### config.mk
export PLATFORM = sky130hd
export DESIGN_NAME = lsu
export DESIGN_NICKNAME = d
export VERILOG_FILES = /design/src/rtl/lsu_pkg.sv /design/src/rtl/lsu_align.sv /design/src/rtl/lsu.sv
export SDC_FILE = /design/constraint.sdc
export NUM_CORES = 1
export LEC_CHECK = 0
export ABC_CLOCK_PERIOD_IN_PS = 4400
export CAP_MARGIN = 20
export CORE_AREA = 5 5 148 150
export DETAILED_ROUTE_END_ITERATION = 7
export DIE_AREA = 0 0 153 155
export GPL_TIMING_DRIVEN = 0
export PLACE_DENSITY = 0.84
export SYNTH_ARGS = -nofsm -noshare
export SYNTH_HDL_FRONTEND = slang
export SYNTH_SLANG_ARGS = --single-unit
### constraint.sdc
create_clock -name clock -period 4.4 [get_ports clock]
set_input_delay 0.66 -clock clock [delete_from_list [all_inputs] [get_ports clock]]
set_output_delay 0.66 -clock clock [all_outputs]
set_load 0.01 [all_outputs]
### src/rtl/lsu_pkg.sv
// rtl/lsu_pkg.sv - shared types, mem_op codes and bus field offsets for the lsu
package lsu_pkg;

    typedef enum logic [1:0] {
        ST_IDLE = 2'd0,
        ST_REQ  = 2'd1,
        ST_WAIT = 2'd2,
        ST_DONE = 2'd3
    } lsu_state_e;

    // mem_op uses the load/store funct3 coding
    localparam logic [2:0] OP_B  = 3'b000;
    localparam logic [2:0] OP_H  = 3'b001;
    localparam logic [2:0] OP_W  = 3'b010;
    localparam logic [2:0] OP_BU = 3'b100;
    localparam logic [2:0] OP_HU = 3'b101;

    localparam int EXU_LSU_W = 156;
    localparam int LSU_WBU_W = 119;

    // LSU->WBU bus, LSB first:
    // {skip, pc, csr_we, final_result, gr_we, rd, csr_addr, csr_wdata, break, excp_flush, xret_flush}
    localparam int WB_XRET     = 0;
    localparam int WB_EXCP     = 1;
    localparam int WB_BRK      = 2;
    localparam int WB_CSRWD_LO = 3;
    localparam int WB_CSRA_LO  = 35;
    localparam int WB_RD_LO    = 47;
    localparam int WB_GRWE     = 52;
    localparam int WB_FR_LO    = 53;
    localparam int WB_FR_HI    = 84;
    localparam int WB_CSRWE    = 85;
    localparam int WB_PC_LO    = 86;
    localparam int WB_SKIP     = 118;

    // EXU->LSU bus adds {mem_en, mem_we, mem_op, mem_wdata} above the LSU->WBU field set
    localparam int EX_WDATA_LO = 119;
    localparam int EX_WDATA_HI = 150;
    localparam int EX_OP_LO    = 151;
    localparam int EX_OP_HI    = 153;
    localparam int EX_WE       = 154;
    localparam int EX_EN       = 155;

    // Device-window membership test used for difftest skipping
    function automatic logic in_window(input logic [31:0] addr,
                                       input logic [31:0] base,
                                       input logic [31:0] mask);
        return (addr & mask) == base;
    endfunction

endpackage

### src/rtl/lsu_align.sv
// rtl/lsu_align.sv - load extract/extend, store strobes/replication, misalign detect (LSU_MISALIGN_EXCP_EN)
import lsu_pkg::*;

module lsu_align (
    input  logic [31:0] req_addr_i,
    input  logic [2:0]  req_op_i,
    input  logic [31:0] req_wdata_i,
    output logic [31:0] req_addr_o,
    output logic [3:0]  req_wstrb_o,
    output logic [31:0] req_wdata_o,
    output logic        misalign_o,
    input  logic [1:0]  ld_addr_i,
    input  logic [2:0]  ld_op_i,
    input  logic [31:0] ld_rdata_i,
    output logic [31:0] ld_data_o
);

    logic       is_b;
    logic       is_h;
    logic       is_w;
    logic [1:0] a;
    logic [1:0] a_eff;

    // Request side: width class, effective lane offset, strobes and replicated data
    always_comb begin
        a    = req_addr_i[1:0];
        is_b = (req_op_i == OP_B) || (req_op_i == OP_BU);
        is_h = (req_op_i == OP_H) || (req_op_i == OP_HU);
        is_w = !is_b && !is_h;
`ifdef LSU_MISALIGN_EXCP_EN
        a_eff      = a;
        misalign_o = (is_h && a[0]) || (is_w && (a != 2'b00));
`else
        // Misaligned accesses are silently aligned down to their natural boundary
        if (is_w) begin
            a_eff = 2'b00;
        end else if (is_h) begin
            a_eff = {a[1], 1'b0};
        end else begin
            a_eff = a;
        end
        misalign_o = 1'b0;
`endif
        req_addr_o = {req_addr_i[31:2], a_eff};
        if (is_b) begin
            req_wstrb_o = 4'b0001 << a_eff;
            req_wdata_o = {4{req_wdata_i[7:0]}};
        end else if (is_h) begin
            req_wstrb_o = 4'b0011 << {a_eff[1], 1'b0};
            req_wdata_o = {2{req_wdata_i[15:0]}};
        end else begin
            req_wstrb_o = 4'b1111;
            req_wdata_o = req_wdata_i;
        end
    end

    logic [7:0]  ld_byte;
    logic [15:0] ld_half;

    // Response side: pick the addressed lane and sign/zero extend
    always_comb begin
        case (ld_addr_i)
            2'd0:    ld_byte = ld_rdata_i[7:0];
            2'd1:    ld_byte = ld_rdata_i[15:8];
            2'd2:    ld_byte = ld_rdata_i[23:16];
            default: ld_byte = ld_rdata_i[31:24];
        endcase
        ld_half = ld_addr_i[1] ? ld_rdata_i[31:16] : ld_rdata_i[15:0];
        case (ld_op_i)
            OP_B:    ld_data_o = {{24{ld_byte[7]}}, ld_byte};
            OP_BU:   ld_data_o = {24'h0, ld_byte};
            OP_H:    ld_data_o = {{16{ld_half[15]}}, ld_half};
            OP_HU:   ld_data_o = {16'h0, ld_half};
            default: ld_data_o = ld_rdata_i;
        endcase
    end

endmodule

### src/rtl/lsu.sv
// rtl/lsu.sv - load/store stage between execute and writeback (optional LSU_MISALIGN_EXCP_EN)
import lsu_pkg::*;

module lsu #(
    parameter logic [31:0] DEV_BASE = 32'ha000_0000,
    parameter logic [31:0] DEV_MASK = 32'hf000_0000
) (
    input  logic         clock,
    input  logic         reset,
    input  logic         exu_valid_i,
    input  logic [155:0] exu_lsu_bus_i,
    output logic         lsu_ready_o,
    output logic         lsu_valid_o,
    output logic [118:0] lsu_wbu_bus_o,
    input  logic         wbu_ready_i,
    output logic         mem_req_valid_o,
    input  logic         mem_req_ready_i,
    output logic [31:0]  mem_addr_o,
    output logic         mem_we_o,
    output logic [31:0]  mem_wdata_o,
    output logic [3:0]   mem_wstrb_o,
    input  logic         mem_resp_valid_i,
    input  logic [31:0]  mem_rdata_i
);

    lsu_state_e      state_q, state_d;
    logic            ready_q, ready_d;
    logic            valid_q, valid_d;
    logic            req_valid_q, req_valid_d;
    logic            we_q, we_d;
    logic [3:0]      wstrb_q, wstrb_d;
    logic [31:0]     addr_q, addr_d;
    logic [31:0]     wdata_q, wdata_d;
    logic [2:0]      op_q, op_d;
    logic            is_store_q, is_store_d;
    logic [LSU_WBU_W-1:0] bus_q, bus_d;

    logic [LSU_WBU_W-1:0] in_wbu;
    logic [31:0]     in_addr;
    logic [31:0]     in_wdata;
    logic [2:0]      in_op;
    logic            in_en;
    logic            in_we;
    logic            dev_hit;

    logic [31:0]     al_addr;
    logic [3:0]      al_wstrb;
    logic [31:0]     al_wdata;
    logic            al_misalign;
    logic [31:0]     ld_data;

    assign in_wbu   = exu_lsu_bus_i[LSU_WBU_W-1:0];
    assign in_addr  = exu_lsu_bus_i[WB_FR_HI:WB_FR_LO];
    assign in_wdata = exu_lsu_bus_i[EX_WDATA_HI:EX_WDATA_LO];
    assign in_op    = exu_lsu_bus_i[EX_OP_HI:EX_OP_LO];
    assign in_en    = exu_lsu_bus_i[EX_EN];
    assign in_we    = exu_lsu_bus_i[EX_WE];
    assign dev_hit  = in_window(in_addr, DEV_BASE, DEV_MASK);

    // Request fields come from the incoming bus; load formatting uses the captured instruction
    lsu_align u_align (
        .req_addr_i  (in_addr),
        .req_op_i    (in_op),
        .req_wdata_i (in_wdata),
        .req_addr_o  (al_addr),
        .req_wstrb_o (al_wstrb),
        .req_wdata_o (al_wdata),
        .misalign_o  (al_misalign),
        .ld_addr_i   (bus_q[WB_FR_LO+1:WB_FR_LO]),
        .ld_op_i     (op_q),
        .ld_rdata_i  (mem_rdata_i),
        .ld_data_o   (ld_data)
    );

    // Next-state and next-output logic; every output is registered
    always_comb begin
        state_d     = state_q;
        ready_d     = ready_q;
        valid_d     = valid_q;
        req_valid_d = req_valid_q;
        we_d        = we_q;
        wstrb_d     = wstrb_q;
        addr_d      = addr_q;
        wdata_d     = wdata_q;
        op_d        = op_q;
        is_store_d  = is_store_q;
        bus_d       = bus_q;
        case (state_q)
            ST_IDLE: begin
                if (exu_valid_i) begin
                    ready_d        = 1'b0;
                    op_d           = in_op;
                    is_store_d     = in_we;
                    bus_d          = in_wbu;
                    bus_d[WB_SKIP] = in_wbu[WB_SKIP] | (in_en & dev_hit);
                    if (in_en && al_misalign) begin
                        bus_d[WB_GRWE]  = 1'b0;
                        bus_d[WB_CSRWE] = 1'b0;
                        bus_d[WB_EXCP]  = 1'b1;
                        state_d         = ST_DONE;
                        valid_d         = 1'b1;
                    end else if (in_en) begin
                        state_d     = ST_REQ;
                        req_valid_d = 1'b1;
                        addr_d      = al_addr;
                        we_d        = in_we;
                        wstrb_d     = in_we ? al_wstrb : 4'b0000;
                        wdata_d     = al_wdata;
                    end else begin
                        state_d = ST_DONE;
                        valid_d = 1'b1;
                    end
                end
            end
            ST_REQ: begin
                // A response without the request handshake is not ours yet
                if (mem_req_ready_i) begin
                    req_valid_d = 1'b0;
                    we_d        = 1'b0;
                    wstrb_d     = 4'b0000;
                    if (mem_resp_valid_i) begin
                        if (!is_store_q) begin
                            bus_d[WB_FR_HI:WB_FR_LO] = ld_data;
                        end
                        state_d = ST_DONE;
                        valid_d = 1'b1;
                    end else begin
                        state_d = ST_WAIT;
                    end
                end
            end
            ST_WAIT: begin
                if (mem_resp_valid_i) begin
                    if (!is_store_q) begin
                        bus_d[WB_FR_HI:WB_FR_LO] = ld_data;
                    end
                    state_d = ST_DONE;
                    valid_d = 1'b1;
                end
            end
            ST_DONE: begin
                if (wbu_ready_i) begin
                    state_d = ST_IDLE;
                    valid_d = 1'b0;
                    ready_d = 1'b1;
                end
            end
            default: begin
                state_d = ST_IDLE;
                ready_d = 1'b1;
                valid_d = 1'b0;
            end
        endcase
    end

    // State and output registers; reset drops any in-flight instruction
    always_ff @(posedge clock or negedge reset) begin
        if (!reset) begin
            state_q     <= ST_IDLE;
            ready_q     <= 1'b1;
            valid_q     <= 1'b0;
            req_valid_q <= 1'b0;
            we_q        <= 1'b0;
            wstrb_q     <= 4'b0000;
            addr_q      <= 32'h0;
            wdata_q     <= 32'h0;
            op_q        <= 3'b000;
            is_store_q  <= 1'b0;
            bus_q       <= '0;
        end else begin
            state_q     <= state_d;
            ready_q     <= ready_d;
            valid_q     <= valid_d;
            req_valid_q <= req_valid_d;
            we_q        <= we_d;
            wstrb_q     <= wstrb_d;
            addr_q      <= addr_d;
            wdata_q     <= wdata_d;
            op_q        <= op_d;
            is_store_q  <= is_store_d;
            bus_q       <= bus_d;
        end
    end

    assign lsu_ready_o     = ready_q;
    assign lsu_valid_o     = valid_q;
    assign lsu_wbu_bus_o   = bus_q;
    assign mem_req_valid_o = req_valid_q;
    assign mem_addr_o      = addr_q;
    assign mem_we_o        = we_q;
    assign mem_wdata_o     = wdata_q;
    assign mem_wstrb_o     = wstrb_q;

endmodule

Yosys cells after proc, flatten, opt, wreduce, memory -nomap -nowiden

Cells that the tools add are included.
Widths: inputs -> output; s select.

Add/subtract/negate cells: 0
Multiply operators: 0
Divide/modulo/power cells: 0
Magnitude comparators: 0
Eq/ne operators: 18
Shifts and indexed selects: 2
Mux-type cells: 42
Bitwise operators: 2
Reduce and logical (&&, ||, !) cells: 19

Operator list:

| cell               | count |
|---|---|
| $mux 32            | 5 |
| $pmux 32 s4        | 1 |
| $pmux 32 s3        | 1 |
| $mux 85            | 1 |
| $mux 4             | 6 |
| $pmux 8 s3         | 1 |
| $mux 16            | 1 |
| $mux 1             | 14 |
| $eq 3x3->1 const B | 4 |
| $mux 2             | 6 |
| $ne 2x2->1 const B | 6 |
| $reduce_and 4->1   | 3 |
| $reduce_and 3->1   | 3 |
| $pmux 2 s4         | 1 |
| $pmux 4 s2         | 1 |
| $eq 2x2->1 const B | 3 |
| $eq 3x1->1 const B | 2 |
| $logic_not 3->1    | 2 |
| $pmux 1 s2         | 3 |
| $eq 2x1->1 const B | 2 |
| $eq 4x4->1 const B | 1 |
| $logic_not 2->1    | 2 |
| $pmux 1 s4         | 1 |
| $reduce_bool 2->1  | 2 |
| other kinds (9)    | 11 |

Flip-flop bits (word level): 197
Bits in latches: 0
Memory bits (writable): 0
Memory bits (read-only): 0
Bits of input ports: 194
Output and inout bits: 191
Logic and storage cells: 95
Memories: 0

Depth between registers and ports, before layout

Gate-level depths: netlist of run 1.

Word-level depth: 12
Depth in mapped cells: 9
Depth with buffers taken out: 6

Hierarchy

From an unflattened synthesis of run 1, not the netlist that was laid out.

Cell total of the unflattened synthesis: 758
Area total of the unflattened synthesis: 9451.6 µm²

By module, submodules not included:

| module    | times used | cells each | area each (µm²) | seq. area each (µm²) |
|---|---|---|---|---|
| lsu       | 1          | 544        | 7892.6          | 4931.0 |
| lsu_align | 1          | 214        | 1559.0          | 0.0 |

Worst setup path before layout of run 1

OpenSTA, ideal clock, no wires.

Path kind: flip-flop to flip-flop
From: register state_q[0]
To: register bus_q[68] (netlist: lsu_wbu_bus_o[68])
Library setup time: 0.087 ns
Arrival: 1.907 ns
Data required time: 4.313 ns
Setup slack: 2.406 ns
Stages on the path, launching flop included: 9
Path buffers: 2
Clock period less this slack: 1.994 ns
Cell sequence: dfrtp_1 -> inv_1 -> ha_1 -> buf_2 -> nor2b_4 -> or4_1 -> buf_2 -> or2_1 -> o211ai_1

Longest elaborated chain between the ends: 3
Elaborated cells between the ends (all ways): 8
Classes of those cells: eq/ne: 4; mux: 1; reduce/logical: 3

Ends and longest elaborated chain:

| item                                                                    | RTL line   | text |
|---|---|---|
| start: declaration                                                      | lsu.sv:26  | `lsu_state_e state_q, state_d;` |
| start signal: assignment                                                | lsu.sv:171 | `state_q <= state_d;` |
| $eq 2x1->1 (tied with other cells)                                      | lsu.sv:88  | `case (state_q)` |
| $ne 2x2->1 (no source line) / $reduce_bool 3->1 (equally long branches) | --         |  |
| $reduce_and 3->1 (no source line)                                       | --         |  |
| end signal: assignment                                                  | lsu.sv:181 | `bus_q <= bus_d;` |
| end: declaration                                                        | lsu.sv:36  | `logic [LSU_WBU_W-1:0] bus_q, bus_d;` |

Several ways; a longest one is shown, not always the timed one.
A chain may end at the register's enable or synchronous reset.

Final worst setup path of run 1

From: register state_q[0]
To: register bus_q[77] (netlist: lsu_wbu_bus_o[77])

The elaborated chain is that of the path after synthesis.

==> results of run 1 <==
## metrics by stage
step	cell area, um2	worst slack [ns]	total power (uW)	hold WS, ns
finish	13400	1.89	9740	0.200
global route	13400	1.72	10300	0.272
CTS	13400	1.88	9810	0.264
detailed placement	12900	1.51	8260	0.469
global placement	12800	-5.76	8140	0.462
floorplan	8640	2.41	5600	0.364
## placed cells by master (no fill, tap or decap), drive strengths merged, types with 7 or more instances in the layout
| master | netlist | layout |
|---|---|---|
| o21ai | 45 | 45 |
| a22oi | 18 | 18 |
| nor2b | 10 | 10 |
| clkinv | 1 | 7 |
| o22ai | 8 | 8 |
| a21oi | 34 | 34 |
| mux2 | 128 | 128 |
| inv | 6 | 13 |
| nand3 | 20 | 20 |
| nor2 | 25 | 25 |
| o211ai | 18 | 18 |
| buf | 24 | 26 |
| clkdlybuf4s50 | 0 | 383 |
| nand2 | 66 | 66 |
| mux2i | 37 | 37 |
| clkbuf | 26 | 44 |
| dfrtp | 196 | 196 |
## worst paths after layout
kind | endpoint | cells past startpoint | start
worst max-delay path | lsu_wbu_bus_o[77]$_DFFE_PN0P_ | 9 | state_q[0]$_DFFE_PN0P_
worst min-delay path | lsu_wbu_bus_o[46]$_DFFE_PN0P_ | 1 | reset
max in group asynchronous | mem_wstrb_o[0]$_DFFE_PN0P_ | 2 | reset
min in group clock | mem_wdata_o[28]$_DFFE_PN0P_ | 2 | mem_wdata_o[28]$_DFFE_PN0P_
worst max register to register | lsu_wbu_bus_o[77]$_DFFE_PN0P_ | 9 | state_q[0]$_DFFE_PN0P_
worst min register to register | mem_wdata_o[28]$_DFFE_PN0P_ | 2 | mem_wdata_o[28]$_DFFE_PN0P_
## layout make-up
| type | instances | area share (%) |
|---|---|---|
| inverters | 7 | 0.196 |
| clock inverters | 14 | 1.02 |
| flip-flops and latches | 197 | 36.7 |
| multi-input cells | 456 | 25.7 |
| repair buffers | 385 | 28.9 |
| clock buffers | 18 | 3.20 |
| plain buffers | 50 | 1.66 |
| diodes | 2 | 0.0373 |
| well taps | 275 | 2.56 |
## worst max-delay path, stage by stage (launching register included)
cell,delay [ns]
dfrtp_1,0.38
inv_1,0.10
ha_1,0.19
buf_2,0.17
nor2b_4,0.15
a2111oi_1,0.59
buf_2,0.35
buf_2,0.27
nand3_1,0.10
o211ai_1,0.13
## power groups by stage
stage / logic, uW / registers, uW / clock network [uW]
floorplan: 2030 / 3560 / 0
global placement: 4980 / 3160 / 0
detailed placement: 5070 / 3200 / 0
CTS: 5090 / 3170 / 1560
global route: 5420 / 3270 / 1640
finish: 5040 / 3170 / 1530
## flip-flops by register name, summed over array words and instances (netlist names)
register         cells
mem_we_o             1
is_store_q           1
lsu_valid_o          1
op_q                 3
mem_wdata_o         32
mem_addr_o          32
mem_wstrb_o          4
state_q              2
mem_req_valid_o      1
lsu_ready_o          1
lsu_wbu_bus_o      119
## routing by layer
metal  GRT usage, %  routed length [um]
met1           30.2               11700
met5              0                   0
met2           40.4               14200
met4           10.4                1150
met3           7.07                2230
## cells by family (layout without fill, tap and decap cells)
logic type	count (synthesis)	count (layout)	synth area share, %
other	0	2	0
and+or+nand+nor	137	137	7.24
AOI/OAI and AO/OA	149	149	11.0
DFF	197	197	57.1
muxes	166	166	21.2
adders and majority gates	4	4	0.579
buffers and inverters	57	474	2.88
==> qor.txt, run 1 <==
Post-route DRC - 0
Clock Power Share - 15.7%
Largest net degree at the start of global routing - 107
Core area - 20600 um2
CTS tree - yes
Die span in x - 153 um
Num rows - 53
Power Dens Cells - 725 nW/um2
Kind of critical path - reg2reg
Max_slew headroom - 30.4%
Setup violators final - 0
CP required - 4.74 ns
I/O pin count - 385
Initial antenna violation count - 2
Primary FF master, synth - dfrtp_1
Synth Net Count - 908
CP max FO - 10
Vias in the first global route - 7918
CP endpoint kind - flop
Mean area per synthesized cell - 12.2 um2
Layout cells sized above 1 - 16.9%
Post-DRT Antenna Nets - 0
Post-synth top cells - dfrtp_1, mux2_2, nand2_1
P_int - 6190 uW
Flop2flop setup slack - 1.89 ns
Clock Path Buffers - 2
Final Cycle Share - 57.1%
Flop pwr share - 32.5%
Leak - 0.00561 uW
Final Hold Viols - 0
Final setup TNS - 0 ns
Hold Path Class - in2async
Multi-input logic area - 3460 um2
Worst vdd ir - 344 uV
Psw - 3550 uW
RSZ-0062 raised after global routing - no
Synth warn - 0
DR pass1 iterations - 5
First-pass GRT wire length - 45600 um
Placer congestion estimate - 0.934
EDFF count, synth - 0
Crit start category - flop
Worst-Margin Slew - 1.04 ns
Fin crit period - 2.51 ns
Slew Limit Fails - 0
Post-synth ARST share - 100%
Synth area leaders - dfrtp_1, mux2_2, mux2i_1
Reg area - 4930 um2
Post-synth top area cell - dfrtp_1
Clk_skew - 0.0143 ns
GRT overflow - 0
Avg WL per Cell - 20.9 um
Combinational share of power - 51.8%
H-tree levels - 4
Vias per Instance - 5.26
Post-synthesis register bit count - 197
Area delta synth->final - 55.5%
Vias - 7383
Overall routing resource usage - 24.5%
Max-cap viol count - 0
Core Util, Final - 65.3%
Cells after synthesis - 710
Hpwl dp - 22800 um
Die footprint - 23700 um2
Clk root buf - clkbuf_16
Crit path DAT - 2.85 ns
Num Clock Sinks - 197
Fillcell total - 1610
Highest Clock Rate - 398 MHz
Setup bufs post-CTS - 0
Post-Route WL - 29400 um
Sequential share of the synthesized area - 57.1%
Die Height - 155 um
Synthesized area - 8640 um2
Sw frac - 36.4%
Post_cts resized - 0
Worst-path clk slew - 0.08 ns
Placed cells - 1370
Clk Latency, worst-skew pair - 0.43 ns
Final net count - 1312
Iter 0 DRT Violations - 428
Cell variety after synth - 42
Status - completed
Hold-fix buffers, CTS - 0
Initial Util - 42.0%
Inserted Clock Buffers - 17
Most common cell in the netlist - dfrtp_1
Synth top area share - 56.8%
Port bufs - 384
Layout Cells excl Fill - 1404
(Power assumes the default switching activity.)
==> run 2: changes to the inputs <==
==> config.mk (replaced) <==
export PLATFORM = sky130hd
export DESIGN_NAME = lsu
export DESIGN_NICKNAME = d
export VERILOG_FILES = /design/src/rtl/lsu_pkg.sv /design/src/rtl/lsu_align.sv /design/src/rtl/lsu.sv
export SDC_FILE = /design/constraint.sdc
export NUM_CORES = 1
export LEC_CHECK = 0
export ABC_CLOCK_PERIOD_IN_PS = 2260
export CAP_MARGIN = 20
export CORE_ASPECT_RATIO = 1.1
export CORE_MARGIN = 5
export CORE_UTILIZATION = 38
export DETAILED_ROUTE_END_ITERATION = 7
export GPL_TIMING_DRIVEN = 0
export PLACE_DENSITY = 0.8
export SYNTH_ARGS = -nofsm -noshare
export SYNTH_HDL_FRONTEND = slang
export SYNTH_SLANG_ARGS = --single-unit
==> constraint.sdc (replaced) <==
create_clock -name clock -period 2.26 [get_ports clock]
set_input_delay 0.339 -clock clock [delete_from_list [all_inputs] [get_ports clock]]
set_output_delay 0.339 -clock clock [all_outputs]
set_load 0.01 [all_outputs]
==> qor.txt, run 2 (synthesized netlist as in run 1, its figures left out) <==
Status - completed (unchanged)
Clock Path Buffers - 2 (unchanged)
Crit path DAT - 2.47 ns (was 2.85 ns)
Clk root buf - clkbuf_16 (unchanged)
Commonest non-fill, non-tap cell in the layout - clkdlybuf4s50_1 (unchanged)
Layer with the highest usage - met2 (unchanged)
Clk_skew - 0.0102 ns (was 0.0143 ns)
Worst-path clk slew - 0.08 ns (about the same)
Post-route DRC - 0 (unchanged)
H-tree levels - 4 (unchanged)
Iter 0 DRT Violations - 443 (was 428)
Vias per Instance - 5.22 (was 5.26)
Num rows - 57 (was 53)
Setup violators final - 0 (unchanged)
Placer congestion estimate - 0.941 (was 0.934)
Hpwl dp - 23400 um (was 22800 um)
CP max FO - 8 (was 10)
Final setup TNS - 0 ns (unchanged)
Avg WL per Cell - 21.3 um (was 20.9 um)
Post-Route WL - 30400 um (was 29400 um)
CP required - 2.60 ns (was 4.74 ns)
Fin crit period - 2.13 ns (was 2.51 ns)
Power Dens Cells - 1420 nW/um2 (was 725 nW/um2)
Vias - 7434 (was 7383)
DR pass1 iterations - 5 (unchanged)
Max-cap viol count - 0 (unchanged)
Num Clock Sinks - 197 (unchanged)
Die Height - 168 um (was 155 um)
Overall routing resource usage - 23.0% (was 24.5%)
Core area - 22300 um2 (was 20600 um2)
Layout cells sized above 1 - 18.4% (was 16.9%)
GR Layer Usage met1 - 28.1% (was 30.2%)
CP endpoint kind - flop (unchanged)
Slew Limit Fails - 0 (unchanged)
GRT overflow - 0 (unchanged)
Max_slew headroom - 26.5% (was 30.4%)
Diodes inserted - 0 (was 2)
I/O pin count - 385 (unchanged)
Placement Setup Slack - -0.328 ns (was 1.51 ns)
GR met2 Demand/Resource - 38.4% (was 40.4%)
Post-DRT Antenna Nets - 0 (unchanged)
Worst-Margin Slew - 1.10 ns (was 1.04 ns)
Met3 global-route usage - 6.68% (was 7.07%)
Area delta synth->final - 57.1% (was 55.5%)
Clk Latency, worst-skew pair - 0.43 ns (about the same)
Final Cycle Share - 94.2% (was 57.1%)
Hold Path Class - reg2reg (was in2async)
Worst vdd ir - 659 uV (was 344 uV)
Crit start category - flop (unchanged)
First-pass GRT wire length - 46200 um (was 45600 um)
Final net count - 1313 (was 1312)
Commonest cells after routing, fill and taps aside - clkdlybuf4s50_1, dfrtp_1, mux2_2 (unchanged)
Vias in the first global route - 7660 (was 7918)
Leak - 0.00565 uW (was 0.00561 uW)
Port bufs - 384 (unchanged)
Initial Util - 38.8% (was 42.0%)
Kind of critical path - reg2reg (unchanged)
Highest Clock Rate - 470 MHz (was 398 MHz)
Die footprint - 25900 um2 (was 23700 um2)
CTS tree - yes (unchanged)
Max reg flops - 119 (unchanged)
Die span in x - 154 um (was 153 um)
Largest net degree at the start of global routing - 103 (was 107)
Hold_ws - 0.481 ns (was 0.200 ns)
Design Power - 19300 uW (was 9740 uW)
Inserted Clock Buffers - 17 (unchanged)
PnR worst setup slack - 0.132 ns (was 1.89 ns)
Final Hold Viols - 0 (unchanged)
Initial antenna violation count - 0 (was 2)
## run 2: cell types whose count changed in the layout (fill, tap and decap cells not counted), sizes merged
cell,before,now
diode,2,0
dlygate4sd3,0,1
## run 2: layout make-up
type	count	area [um2]
flip-flops and latches	197	4930
fillers	1867	8680
repair buffers	388	3910
inverters	7	26.3
multi-input cells	456	3530
clock inverters	14	141
well taps	295	369
clock buffers	18	429
plain buffers	48	233
## run 2: where the power goes
| group | switching [uW] | leakage (uW) | internal [uW] | total (uW) |
|---|---|---|---|---|
| logic | 4660 | 0.00299 | 5520 | 10200 |
| registers | 899 | 0.00238 | 5270 | 6170 |
| clock network | 1490 | 0.000278 | 1470 | 2960 |
## run 2: layer usage
layer | up-vias | part of all wire [%]
met5 | - | 0
met4 | 0 | 3.4
met3 | 60 | 8.3
met2 | 347 | 50
met1 | 3656 | 38
li1 | 3371 | -
## run 2: what timing repair did
item / 4_1_cts / 5_1_grt
pin swaps: 0 / 1
buffers inserted: 2 / 0
hold buffers: 1 / 0
setup endpoints to repair: 129 / 170
hold endpoints to repair: 95 / 0
gates resized for setup: 8 / 19
## run 2: critical path, stage by stage, from the launching register on
cell and delay [ns]:
dfrtp_1 0.39, buf_4 0.14, ha_2 0.22, nor2b_4 0.17
or4_4 0.54, buf_6 0.16, or2_4 0.26, o211ai_1 0.17
## run 2: through the flow
step / std cells / utilization [%] / instance area [um2]
2_1_floorplan: 710 / - / 8640
4_1_cts: 1424 / 60.8 / 13500
3_5_place_dp: 1390 / 57.9 / 12900
6_report: 1423 / 61.0 / 13600
3_3_place_gp: 1389 / 57.8 / 12900
5_1_grt: 1423 / 61.0 / 13600
## run 2: worst paths after layout
path	from	to	slack [ns]	depth (start not counted)
hold reg to reg	mem_wdata_o[9]$_DFFE_PN0P_	mem_wdata_o[9]$_DFFE_PN0P_	0.48	2
hold / removal	mem_wdata_o[9]$_DFFE_PN0P_	mem_wdata_o[9]$_DFFE_PN0P_	0.48	2
setup reg to reg	state_q[0]$_DFFE_PN0P_	lsu_wbu_bus_o[68]$_DFFE_PN0P_	0.13	7
min in group asynchronous	reset	lsu_wbu_bus_o[98]$_DFFE_PN0P_	0.50	2
max in group asynchronous	reset	mem_wstrb_o[1]$_DFFE_PN0P_	0.76	3
setup / recovery	state_q[0]$_DFFE_PN0P_	lsu_wbu_bus_o[68]$_DFFE_PN0P_	0.13	7
==> edit: new RTL, config.mk and constraints of run 1 <==
Re-encode `lsu_state_e` (4 states) as one-hot, 4 bits wide.
--- a/src/rtl/lsu_pkg.sv
+++ b/src/rtl/lsu_pkg.sv
@@ -1,11 +1,11 @@
 // rtl/lsu_pkg.sv - shared types, mem_op codes and bus field offsets for the lsu
 package lsu_pkg;
 
-    typedef enum logic [1:0] {
-        ST_IDLE = 2'd0,
-        ST_REQ  = 2'd1,
-        ST_WAIT = 2'd2,
-        ST_DONE = 2'd3
+    typedef enum logic [3:0] {
+        ST_IDLE = 4'b0001,
+        ST_REQ  = 4'b0010,
+        ST_WAIT = 4'b0100,
+        ST_DONE = 4'b1000
     } lsu_state_e;
 
     // mem_op uses the load/store funct3 coding
Behaviour: same outputs for any inputs over 4 cycles, from zero or initial values and one cycle with reset low; so few cycles prove little.
==> edit against run 1 <==
Synthesized area grew 1.3%. Power shrank 5.0%. Sequential cell count grew 2. Design area grew 0.83%. Wire length grew 8.5%. Core utilization grew 0.54 points. Worst setup slack gained 0.24 ns. Highest routed layer unchanged. Critical path depth shrank 4.
==> edit: results (changes against run 1) <==
Setup path
  – Setup slack of the most critical reg-to-reg path: 2.22 ns (was 1.89 ns)
  – Worst r2r dst: lsu_wbu_bus_o[106] (was lsu_wbu_bus_o[77])
  – Data arrival time of the critical path: 2.57 ns (was 2.85 ns)
  – Depth of the most critical reg-to-reg path: 6 (was 9)
  – Delay of the slowest cell on the worst path: 0.62 ns (was 0.59 ns)

Timing
  – Highest achievable clock rate: 0.440 GHz (was 0.398 GHz)
  – Final Hold Slack: 0.250 ns (was 0.200 ns)
  – Worst slew slack as a fraction of its limit: 0.486 (was 0.304)

Synth
  – Top area cells in the synthesized netlist: sky130_fd_sc_hd__dfrtp_1, sky130_fd_sc_hd__nand2_1, sky130_fd_sc_hd__mux2_1, sky130_fd_sc_hd__mux2i_1, sky130_fd_sc_hd__o21ai_1 (was sky130_fd_sc_hd__dfrtp_1, sky130_fd_sc_hd__mux2_2, sky130_fd_sc_hd__mux2i_1, sky130_fd_sc_hd__nand2_1, sky130_fd_sc_hd__o21ai_0)
  – Instance count of the mapped netlist: 894 (was 710)
  – Synthesized Nets: 1088 (was 908)
  – Seq/Total Area, Yosys: 0.570 (was 0.571)
  – Number of library cell types mapped by synthesis: 52 (was 42)
  – List of most frequent post-synthesis cells: sky130_fd_sc_hd__nand2_1, sky130_fd_sc_hd__dfrtp_1, sky130_fd_sc_hd__o21ai_1 (was sky130_fd_sc_hd__dfrtp_1, sky130_fd_sc_hd__mux2_2, sky130_fd_sc_hd__nand2_1)

Cells and area
  – Register cell area after layout: 0.00498 mm2 (was 0.00493 mm2)
  – Number of non-clock inverters in the layout: 8 (was 7)
  – Relative area of clock buffers and inverters in the final design: 0.0419 (was 0.0422)
  – Count of antenna diodes in the layout: 0 (was 2)
  – Count of buffers not belonging to the clock network in the layout: 445 (was 435)
  – Proportion of layout cells with a drive suffix above 1: 0.0656 (was 0.169)
  – Fraction of area in multi-input gates: 0.255 (was 0.257)
  – Number of multi-input logic gates: 628 (was 456)

Route
  – Vias: 8260 (was 7383)

Placed design
  – Estimated wirelength of the detail-placed design: 24900 um (was 22800 um)
  – Standard cell area after detailed placement: 0.0130 mm2 (was 0.0129 mm2)
  – Pre-CTS WS: 1.68 ns (was 1.51 ns)

Power
  – Clock network fraction of total power: 0.165 (was 0.157)
  – Worst-case vdd ir drop: 0.373 mV (was 0.344 mV)
  – Sw Ratio: 0.382 (was 0.364)

Global route
  – Antenna violations before repair: 0 (was 2)
  – Number of global-route vias before repair: 8434 (was 7918)
  – Gr usage total: 0.263 (was 0.245)
  – Maximum number of pins on one net before global-route repair: 103 (was 107)

Status
  – Outcome: finished clean (unchanged)

Clock network
  – Clock sink count: 199 (was 197)
## edit: metal layers
metal  vias to the layer above  global-route usage  share of wire
met1                      3937               0.291           0.36
met5                         -                   0              0
met2                       427               0.457           0.50
met4                         0               0.124          0.050
li1                       3819                   -              -
met3                        77              0.0907          0.095
## edit: worst max path at each step
stage	startpoint	end	depth (start not counted)
2_1_floorplan	state_q[0]	lsu_wbu_bus_o[100]	6
3_3_place_gp	reset	lsu_wbu_bus_o[35]	1
3_5_place_dp	exu_lsu_bus_i[152]	mem_wdata_o[17]	5
4_1_cts	exu_lsu_bus_i[152]	mem_wdata_o[17]	5
5_1_grt	exu_lsu_bus_i[152]	mem_wdata_o[29]	6
6_report	exu_lsu_bus_i[152]	mem_wdata_o[17]	5
## edit: logic make-up after synthesis
kind of cell | synth area share
xor gates and xnor gates | 0.00100
and+or+nand+nor | 0.186
muxes | 0.0998
DFF | 0.570
AOI/OAI and AO/OA | 0.107
buffers and inverters | 0.0359
